**src/rtl/shift_arbiter_ctrl_if.sv**
```systemverilog
// Request, shifter and response signals of the shared-shifter arbiter.
// master = issue logic / shifter / consumer side, slave = the arbiter itself.
interface shift_arbiter_ctrl_if #(
    parameter int DATA_W = 32,
    parameter int SH_W   = 5
);
    logic              req0_valid;
    logic              req0_ready;
    logic [DATA_W-1:0] req0_a;
    logic [SH_W-1:0]   req0_b;
    logic [1:0]        req0_op;

    logic              req1_valid;
    logic              req1_ready;
    logic [DATA_W-1:0] req1_a;
    logic [SH_W-1:0]   req1_b;
    logic [1:0]        req1_op;

    logic [DATA_W-1:0] sh_a;
    logic [SH_W-1:0]   sh_b;
    logic [1:0]        sh_op;
    logic [DATA_W-1:0] sh_out;

    logic              resp_valid;
    logic              resp_ready;
    logic              resp_id;
    logic [DATA_W-1:0] resp_data;

    modport master (
        output req0_valid, req0_a, req0_b, req0_op,
        output req1_valid, req1_a, req1_b, req1_op,
        output sh_out, resp_ready,
        input  req0_ready, req1_ready, sh_a, sh_b, sh_op,
        input  resp_valid, resp_id, resp_data
    );

    modport slave (
        input  req0_valid, req0_a, req0_b, req0_op,
        input  req1_valid, req1_a, req1_b, req1_op,
        input  sh_out, resp_ready,
        output req0_ready, req1_ready, sh_a, sh_b, sh_op,
        output resp_valid, resp_id, resp_data
    );
endinterface

```
**src/rtl/shift_arbiter_ctrl.sv**
```systemverilog
// Round-robin arbiter sharing one combinational shifter between two requesters,
// with registered shifter operands and a tagged, backpressured response register.
module shift_arbiter_ctrl #(
    parameter int DATA_W = 32,
    parameter int SH_W   = 5
) (
    input  logic                clk,
    input  logic                rst,
    shift_arbiter_ctrl_if.slave bus
);

    typedef enum logic [1:0] {
        ST_IDLE = 2'd0,
        ST_EXEC = 2'd1,
        ST_RESP = 2'd2
    } state_e;

    state_e            state_q, state_d;
    logic              pref_q, pref_d;
    logic [DATA_W-1:0] sh_a_q, sh_a_d;
    logic [SH_W-1:0]   sh_b_q, sh_b_d;
    logic [1:0]        sh_op_q, sh_op_d;
    logic              exec_id_q, exec_id_d;
    logic              resp_id_q, resp_id_d;
    logic [DATA_W-1:0] resp_data_q, resp_data_d;

    logic              grant_valid_s;
    logic              grant_id_s;
    logic [DATA_W-1:0] sel_a_s;
    logic [SH_W-1:0]   sel_b_s;
    logic [1:0]        sel_op_s;

    // Grant selection: pref_q names the requester that wins a tie.
    always_comb begin
        grant_valid_s = 1'b0;
        grant_id_s    = 1'b0;
        if ((state_q == ST_IDLE) && !rst) begin
            if (bus.req0_valid && bus.req1_valid) begin
                grant_valid_s = 1'b1;
                grant_id_s    = pref_q;
            end else if (bus.req0_valid) begin
                grant_valid_s = 1'b1;
                grant_id_s    = 1'b0;
            end else if (bus.req1_valid) begin
                grant_valid_s = 1'b1;
                grant_id_s    = 1'b1;
            end else begin
                grant_valid_s = 1'b0;
            end
        end else begin
            grant_valid_s = 1'b0;
        end
    end

    // Operand mux for the granted requester.
    always_comb begin
        sel_a_s  = bus.req0_a;
        sel_b_s  = bus.req0_b;
        sel_op_s = bus.req0_op;
        if (grant_id_s) begin
            sel_a_s  = bus.req1_a;
            sel_b_s  = bus.req1_b;
            sel_op_s = bus.req1_op;
        end else begin
            sel_a_s  = bus.req0_a;
            sel_b_s  = bus.req0_b;
            sel_op_s = bus.req0_op;
        end
    end

    // Next-state and datapath register updates; every register holds by default.
    always_comb begin
        state_d     = state_q;
        pref_d      = pref_q;
        sh_a_d      = sh_a_q;
        sh_b_d      = sh_b_q;
        sh_op_d     = sh_op_q;
        exec_id_d   = exec_id_q;
        resp_id_d   = resp_id_q;
        resp_data_d = resp_data_q;
        case (state_q)
            ST_IDLE: begin
                if (grant_valid_s) begin
                    pref_d = ~grant_id_s;
                    if (sel_b_s != {SH_W{1'b0}}) begin
                        sh_a_d    = sel_a_s;
                        sh_b_d    = sel_b_s;
                        sh_op_d   = sel_op_s;
                        exec_id_d = grant_id_s;
                        state_d   = ST_EXEC;
                    end else begin
                        // Zero shift is the identity for every op, so skip the shifter.
                        resp_data_d = sel_a_s;
                        resp_id_d   = grant_id_s;
                        state_d     = ST_RESP;
                    end
                end else begin
                    state_d = ST_IDLE;
                end
            end
            ST_EXEC: begin
                resp_data_d = bus.sh_out;
                resp_id_d   = exec_id_q;
                state_d     = ST_RESP;
            end
            ST_RESP: begin
                if (bus.resp_ready) begin
                    state_d = ST_IDLE;
                end else begin
                    state_d = ST_RESP;
                end
            end
            default: begin
                state_d = ST_IDLE;
            end
        endcase
    end

    // State and datapath registers with synchronous reset.
    always_ff @(posedge clk) begin
        if (rst) begin
            state_q     <= ST_IDLE;
            pref_q      <= 1'b0;
            sh_a_q      <= {DATA_W{1'b0}};
            sh_b_q      <= {SH_W{1'b0}};
            sh_op_q     <= 2'b00;
            exec_id_q   <= 1'b0;
            resp_id_q   <= 1'b0;
            resp_data_q <= {DATA_W{1'b0}};
        end else begin
            state_q     <= state_d;
            pref_q      <= pref_d;
            sh_a_q      <= sh_a_d;
            sh_b_q      <= sh_b_d;
            sh_op_q     <= sh_op_d;
            exec_id_q   <= exec_id_d;
            resp_id_q   <= resp_id_d;
            resp_data_q <= resp_data_d;
        end
    end

    assign bus.req0_ready = grant_valid_s & ~grant_id_s;
    assign bus.req1_ready = grant_valid_s &  grant_id_s;
    assign bus.sh_a       = sh_a_q;
    assign bus.sh_b       = sh_b_q;
    assign bus.sh_op      = sh_op_q;
    assign bus.resp_valid = (state_q == ST_RESP);
    assign bus.resp_id    = resp_id_q;
    assign bus.resp_data  = resp_data_q;

endmodule
```
**src/flat_wrapper.sv**
```systemverilog
// flat-port wrapper written by rule: the top's interface ports become plain ports
module shift_arbiter_ctrl_flat 
#(
    parameter int DATA_W = 32,
    parameter int SH_W   = 5
)
  (clk, rst, bus_req0_valid, bus_req0_a, bus_req0_b, bus_req0_op, bus_req1_valid, bus_req1_a, bus_req1_b, bus_req1_op, bus_sh_out, bus_resp_ready, bus_req0_ready, bus_req1_ready, bus_sh_a, bus_sh_b, bus_sh_op, bus_resp_valid, bus_resp_id, bus_resp_data);
  shift_arbiter_ctrl_if #(.DATA_W(DATA_W), .SH_W(SH_W)) bus_i ();
  input  logic clk;
  input  logic rst;
  input wire logic [$bits(bus_i.req0_valid)-1:0] bus_req0_valid;
  input wire logic [$bits(bus_i.req0_a)-1:0] bus_req0_a;
  input wire logic [$bits(bus_i.req0_b)-1:0] bus_req0_b;
  input wire logic [$bits(bus_i.req0_op)-1:0] bus_req0_op;
  input wire logic [$bits(bus_i.req1_valid)-1:0] bus_req1_valid;
  input wire logic [$bits(bus_i.req1_a)-1:0] bus_req1_a;
  input wire logic [$bits(bus_i.req1_b)-1:0] bus_req1_b;
  input wire logic [$bits(bus_i.req1_op)-1:0] bus_req1_op;
  input wire logic [$bits(bus_i.sh_out)-1:0] bus_sh_out;
  input wire logic [$bits(bus_i.resp_ready)-1:0] bus_resp_ready;
  output wire logic [$bits(bus_i.req0_ready)-1:0] bus_req0_ready;
  output wire logic [$bits(bus_i.req1_ready)-1:0] bus_req1_ready;
  output wire logic [$bits(bus_i.sh_a)-1:0] bus_sh_a;
  output wire logic [$bits(bus_i.sh_b)-1:0] bus_sh_b;
  output wire logic [$bits(bus_i.sh_op)-1:0] bus_sh_op;
  output wire logic [$bits(bus_i.resp_valid)-1:0] bus_resp_valid;
  output wire logic [$bits(bus_i.resp_id)-1:0] bus_resp_id;
  output wire logic [$bits(bus_i.resp_data)-1:0] bus_resp_data;
  assign bus_i.req0_valid = bus_req0_valid;
  assign bus_i.req0_a = bus_req0_a;
  assign bus_i.req0_b = bus_req0_b;
  assign bus_i.req0_op = bus_req0_op;
  assign bus_i.req1_valid = bus_req1_valid;
  assign bus_i.req1_a = bus_req1_a;
  assign bus_i.req1_b = bus_req1_b;
  assign bus_i.req1_op = bus_req1_op;
  assign bus_i.sh_out = bus_sh_out;
  assign bus_i.resp_ready = bus_resp_ready;
  assign bus_req0_ready = bus_i.req0_ready;
  assign bus_req1_ready = bus_i.req1_ready;
  assign bus_sh_a = bus_i.sh_a;
  assign bus_sh_b = bus_i.sh_b;
  assign bus_sh_op = bus_i.sh_op;
  assign bus_resp_valid = bus_i.resp_valid;
  assign bus_resp_id = bus_i.resp_id;
  assign bus_resp_data = bus_i.resp_data;
  shift_arbiter_ctrl #(.DATA_W(DATA_W), .SH_W(SH_W)) u_core (.clk(clk), .rst(rst), .bus(bus_i));
endmodule
```
**config.mk**
```make
export PLATFORM = sky130hd
export DESIGN_NAME = shift_arbiter_ctrl_flat
export DESIGN_NICKNAME = d
export VERILOG_FILES = /design/src/rtl/shift_arbiter_ctrl_if.sv /design/src/rtl/shift_arbiter_ctrl.sv /design/src/flat_wrapper.sv
export SDC_FILE = /design/constraint.sdc
export NUM_CORES = 1
export LEC_CHECK = 0
export CAP_MARGIN = 25
export CORE_ASPECT_RATIO = 1.2
export CORE_MARGIN = 4
export CORE_UTILIZATION = 40
export CTS_CLUSTER_SIZE = 12
export DETAILED_ROUTE_END_ITERATION = 8
export PLACE_DENSITY = 0.81
export SYNTH_ARGS = -nofsm -noshare
export SYNTH_HDL_FRONTEND = slang
export SYNTH_SLANG_ARGS = --single-unit
```
**constraint.sdc**
```tcl
create_clock -name clk -period 2.47 [get_ports clk]
set_input_delay 0.247 -clock clk [delete_from_list [all_inputs] [get_ports clk]]
set_output_delay 0.247 -clock clk [all_outputs]
set_load 0.005 [all_outputs]
```
==> impl_metrics.json <==
{
  "track_usage_pct": 20.7,
  "row_count": 38,
  "grt_pass1_vias": 3673,
  "clock_path_buffers": 2,
  "fillCellCount": 756,
  "fin_crit_ns": 2.33,
  "startpoint_type": "register",
  "syn_area_per_cell_sq_um": 9.38,
  "die_w_um": 96.0,
  "critPathRequiredTime_ns": 2.22,
  "finalWirelength_um": 11300,
  "relSlewSlack_pct": 34.3,
  "gp_congestion": 0.819,
  "critPathKind": "register to primary output",
  "die-area_sq_um": 10900,
  "rsz0062_at_grt": "false",
  "initial_utilization_pct": 41.1,
  "leakage_nw": 2.50,
  "min_path_type": "register to register",
  "io_pins": 190,
  "place_inst": 676,
  "status": "finished clean",
  "fin_area_sq_um": 5890,
  "end_kind": "primary output",
  "layout.cells.non_filler": 691,
  "avgRoutedWirePerCell_um": 16.4,
  "drive_above_1_share_pct": 6.13,
  "io_buffers": 189,
  "clkSinkCount": 76,
  "dp_hpwl_um": 8420,
  "max-vdd-ir-drop_uv": 312,
  "cts_root_buf": "clkbuf_8",
  "syn-num-nets": 511,
  "vias": 3651,
  "synth-seq-cells": 76,
  "cts_tree": "done",
  "grt_overflow": 0,
  "antenna_left": 0,
  "routed_via_density": 5.28,
  "worstPathArrival_ns": 2.08,
  "antenna_found_initial": 0,
  "p_per_area_nw_per_um2": 567,
  "drc": 0,
  "setup_viol": 0,
  "cts.clk_slew.worst_paths_ns": 0.08,
  "grt_pass1_wl_um": 17700,
  "core_area_sq_um": 9030,
  "fmax_mhz": 430,
  "syn_area_sq_um": 3710,
  "postPlaceCellArea_sq_um": 5680,
  "cts_hold_buf": 0,
  "grt_max_degree": 108,
  "h-tree-depth": 3,
  "fin_skew_ns": 0.0100,
  "crit_fanout": 21,
  "slew_violations": 0,
  "ys.warnings.count": 0,
  "num_antenna_cells": 0,
  "fin_nets": 682,
  "clk_latency_ns": 0.35,
  "synth_seq_area_share_pct": 41.0,
  "numCtsBuffers": 9,
  "die_h_um": 114,
  "drt_pass1_iterations": 4,
  "cap_violations": 0,
  "netlist_instances": 396,
  "syn2layout_area_growth_pct": 58.6,
  "drt_iter0_drc": 123,
  "worst_pin_slew_ns": 0.985,
  "synth.distinct_cells": 26,
  "finalHoldViolCount": 0,
  "fin_crit_sh_pct": 94.2
}
==> cells in the final DEF, fill, tap and decap left out, drive strengths merged, types with 2 or more instances in the layout <==
cell type,synthesis,routed
a211o,32,32
a211oi,35,35
a21oi,44,44
a311oi,4,4
buf,15,10
bufinv,0,2
clkbuf,23,10
clkdlybuf4s50,0,188
clkinv,0,2
dfxtp,76,76
inv,2,2
mux2,4,4
mux2i,65,65
nand2,11,11
nand2b,34,34
nand3,2,2
nor2,36,36
nor2b,2,2
o21ai,6,6
or4,2,2
==> power breakdown <==
| group | internal (mW) | total, mW | switching (mW) | leakage [nW] |
|---|---|---|---|---|
| Combinational | 0.551 | 0.923 | 0.372 | 1.77 |
| Clock | 0.560 | 1.00 | 0.443 | 0.102 |
| Sequential | 1.35 | 1.41 | 0.0680 | 0.624 |
| Total | 2.46 | 3.34 | 0.883 | 2.50 |
==> layer usage <==
| metal | vias up | routed length [um] | share of wire [%] | GRT usage (%) |
|---|---|---|---|---|
| met3 | 25 | 927 | 8.2 | 5.47 |
| met2 | 146 | 5770 | 51 | 36.0 |
| met5 | - | 0 | 0 | 0 |
| li1 | 1785 | - | - | - |
| met1 | 1695 | 4340 | 38 | 23.5 |
| met4 | 0 | 298 | 2.6 | 8.73 |
==> final cells by class <==
type                            count  area (sq um)  area share, %
Timing Repair Buffer              198          1980           33.6
Tap cell                          120           150           2.55
Multi-Input combinational cell    280          2030           34.4
Clock buffer                       10           128           2.17
Clock inverter                      5          77.6           1.32
Sequential cell                    76          1520           25.8
Inverter                            2          7.51          0.127
==> worst max-delay path: stages (launching register included) <==
cell,delay (ns)
dfxtp_1,0.38
nor3_4,0.28
nand3_2,0.19
buf_4,0.28
inv_1,0.10
clkdlybuf4s50_1,0.50
==> what timing repair did <==
action,in CTS,in global routing
buffers inserted,0,0
endpoints found under the setup margin,0,38
resized for setup,0,1
==> sequential cells by signal (all words and copies together) (netlist names) <==
| signal | cells |
|---|---|
| u_core.bus.sh_a | 32 |
| u_core.pref_q | 1 |
| u_core.bus.sh_b | 5 |
| u_core.bus.resp_id | 1 |
| u_core.state_q | 2 |
| u_core.exec_id_q | 1 |
| u_core.bus.sh_op | 2 |
| u_core.bus.resp_data | 32 |
==> cell usage after synthesis <==
cell	instances	area share, %
dfxtp_1	76	41
mux2i_1	65	18
a21oi_1	43	5.8
a211oi_1	35	7.1
nor2_1	35	3.5
nand2b_1	34	5.7
a211o_1	32	7.5
clkbuf_1	23	2.3
buf_2	12	1.6
nand2_1	11	1.1
a311oi_1	4	0.94
o21ai_0	4	0.54
buf_6	3	0.91
mux2_2	3	0.91
inv_1	2	0.20
nor2b_1	2	0.34
o21ai_1	2	0.27
or4_1	2	0.40
a21oi_4	1	0.44
a221oi_1	1	0.24
mux2_4	1	0.40
nand3_1	1	0.13
nand3_2	1	0.27
nor2_4	1	0.30
nor3_2	1	0.27
o21a_1	1	0.20
==> logic make-up after synthesis <==
family | share of synthesized area (%)
compound gates | 23.0
simple gates | 12.1
flops | 41.0
mux | 18.8
buf+inv | 5.05
==> stage by stage <==
step	utilization (%)	hold WS, ns	power, mW	setup TNS [ns]	worst slack, ns
finish	65.2	0.476	3.34	0	0.142
global route	65.2	0.481	3.52	0	0.00857
CTS	65.1	0.464	3.38	0	0.0555
detailed placement	62.9	0.468	2.37	-0.0275	-0.0112
global placement	62.9	0.461	2.35	0	0.0915
floorplan	-	0.407	1.85	0	0.732
==> worst paths after layout <==
check,startpoint,endpoint,slack [ns],cells past startpoint
setup / recovery,u_core.state_q[0]$_SDFF_PP0_,bus_req1_ready,0.14,5
setup reg to reg,u_core.state_q[0]$_SDFF_PP0_,u_core.bus.sh_a[8]$_SDFFE_PP0P_,0.19,5
hold / removal,u_core.bus.resp_data[7]$_SDFFE_PP0P_,u_core.bus.resp_data[7]$_SDFFE_PP0P_,0.48,2
hold reg to reg,u_core.bus.resp_data[7]$_SDFFE_PP0P_,u_core.bus.resp_data[7]$_SDFFE_PP0P_,0.48,2
Power figures use the tool's default switching activity.
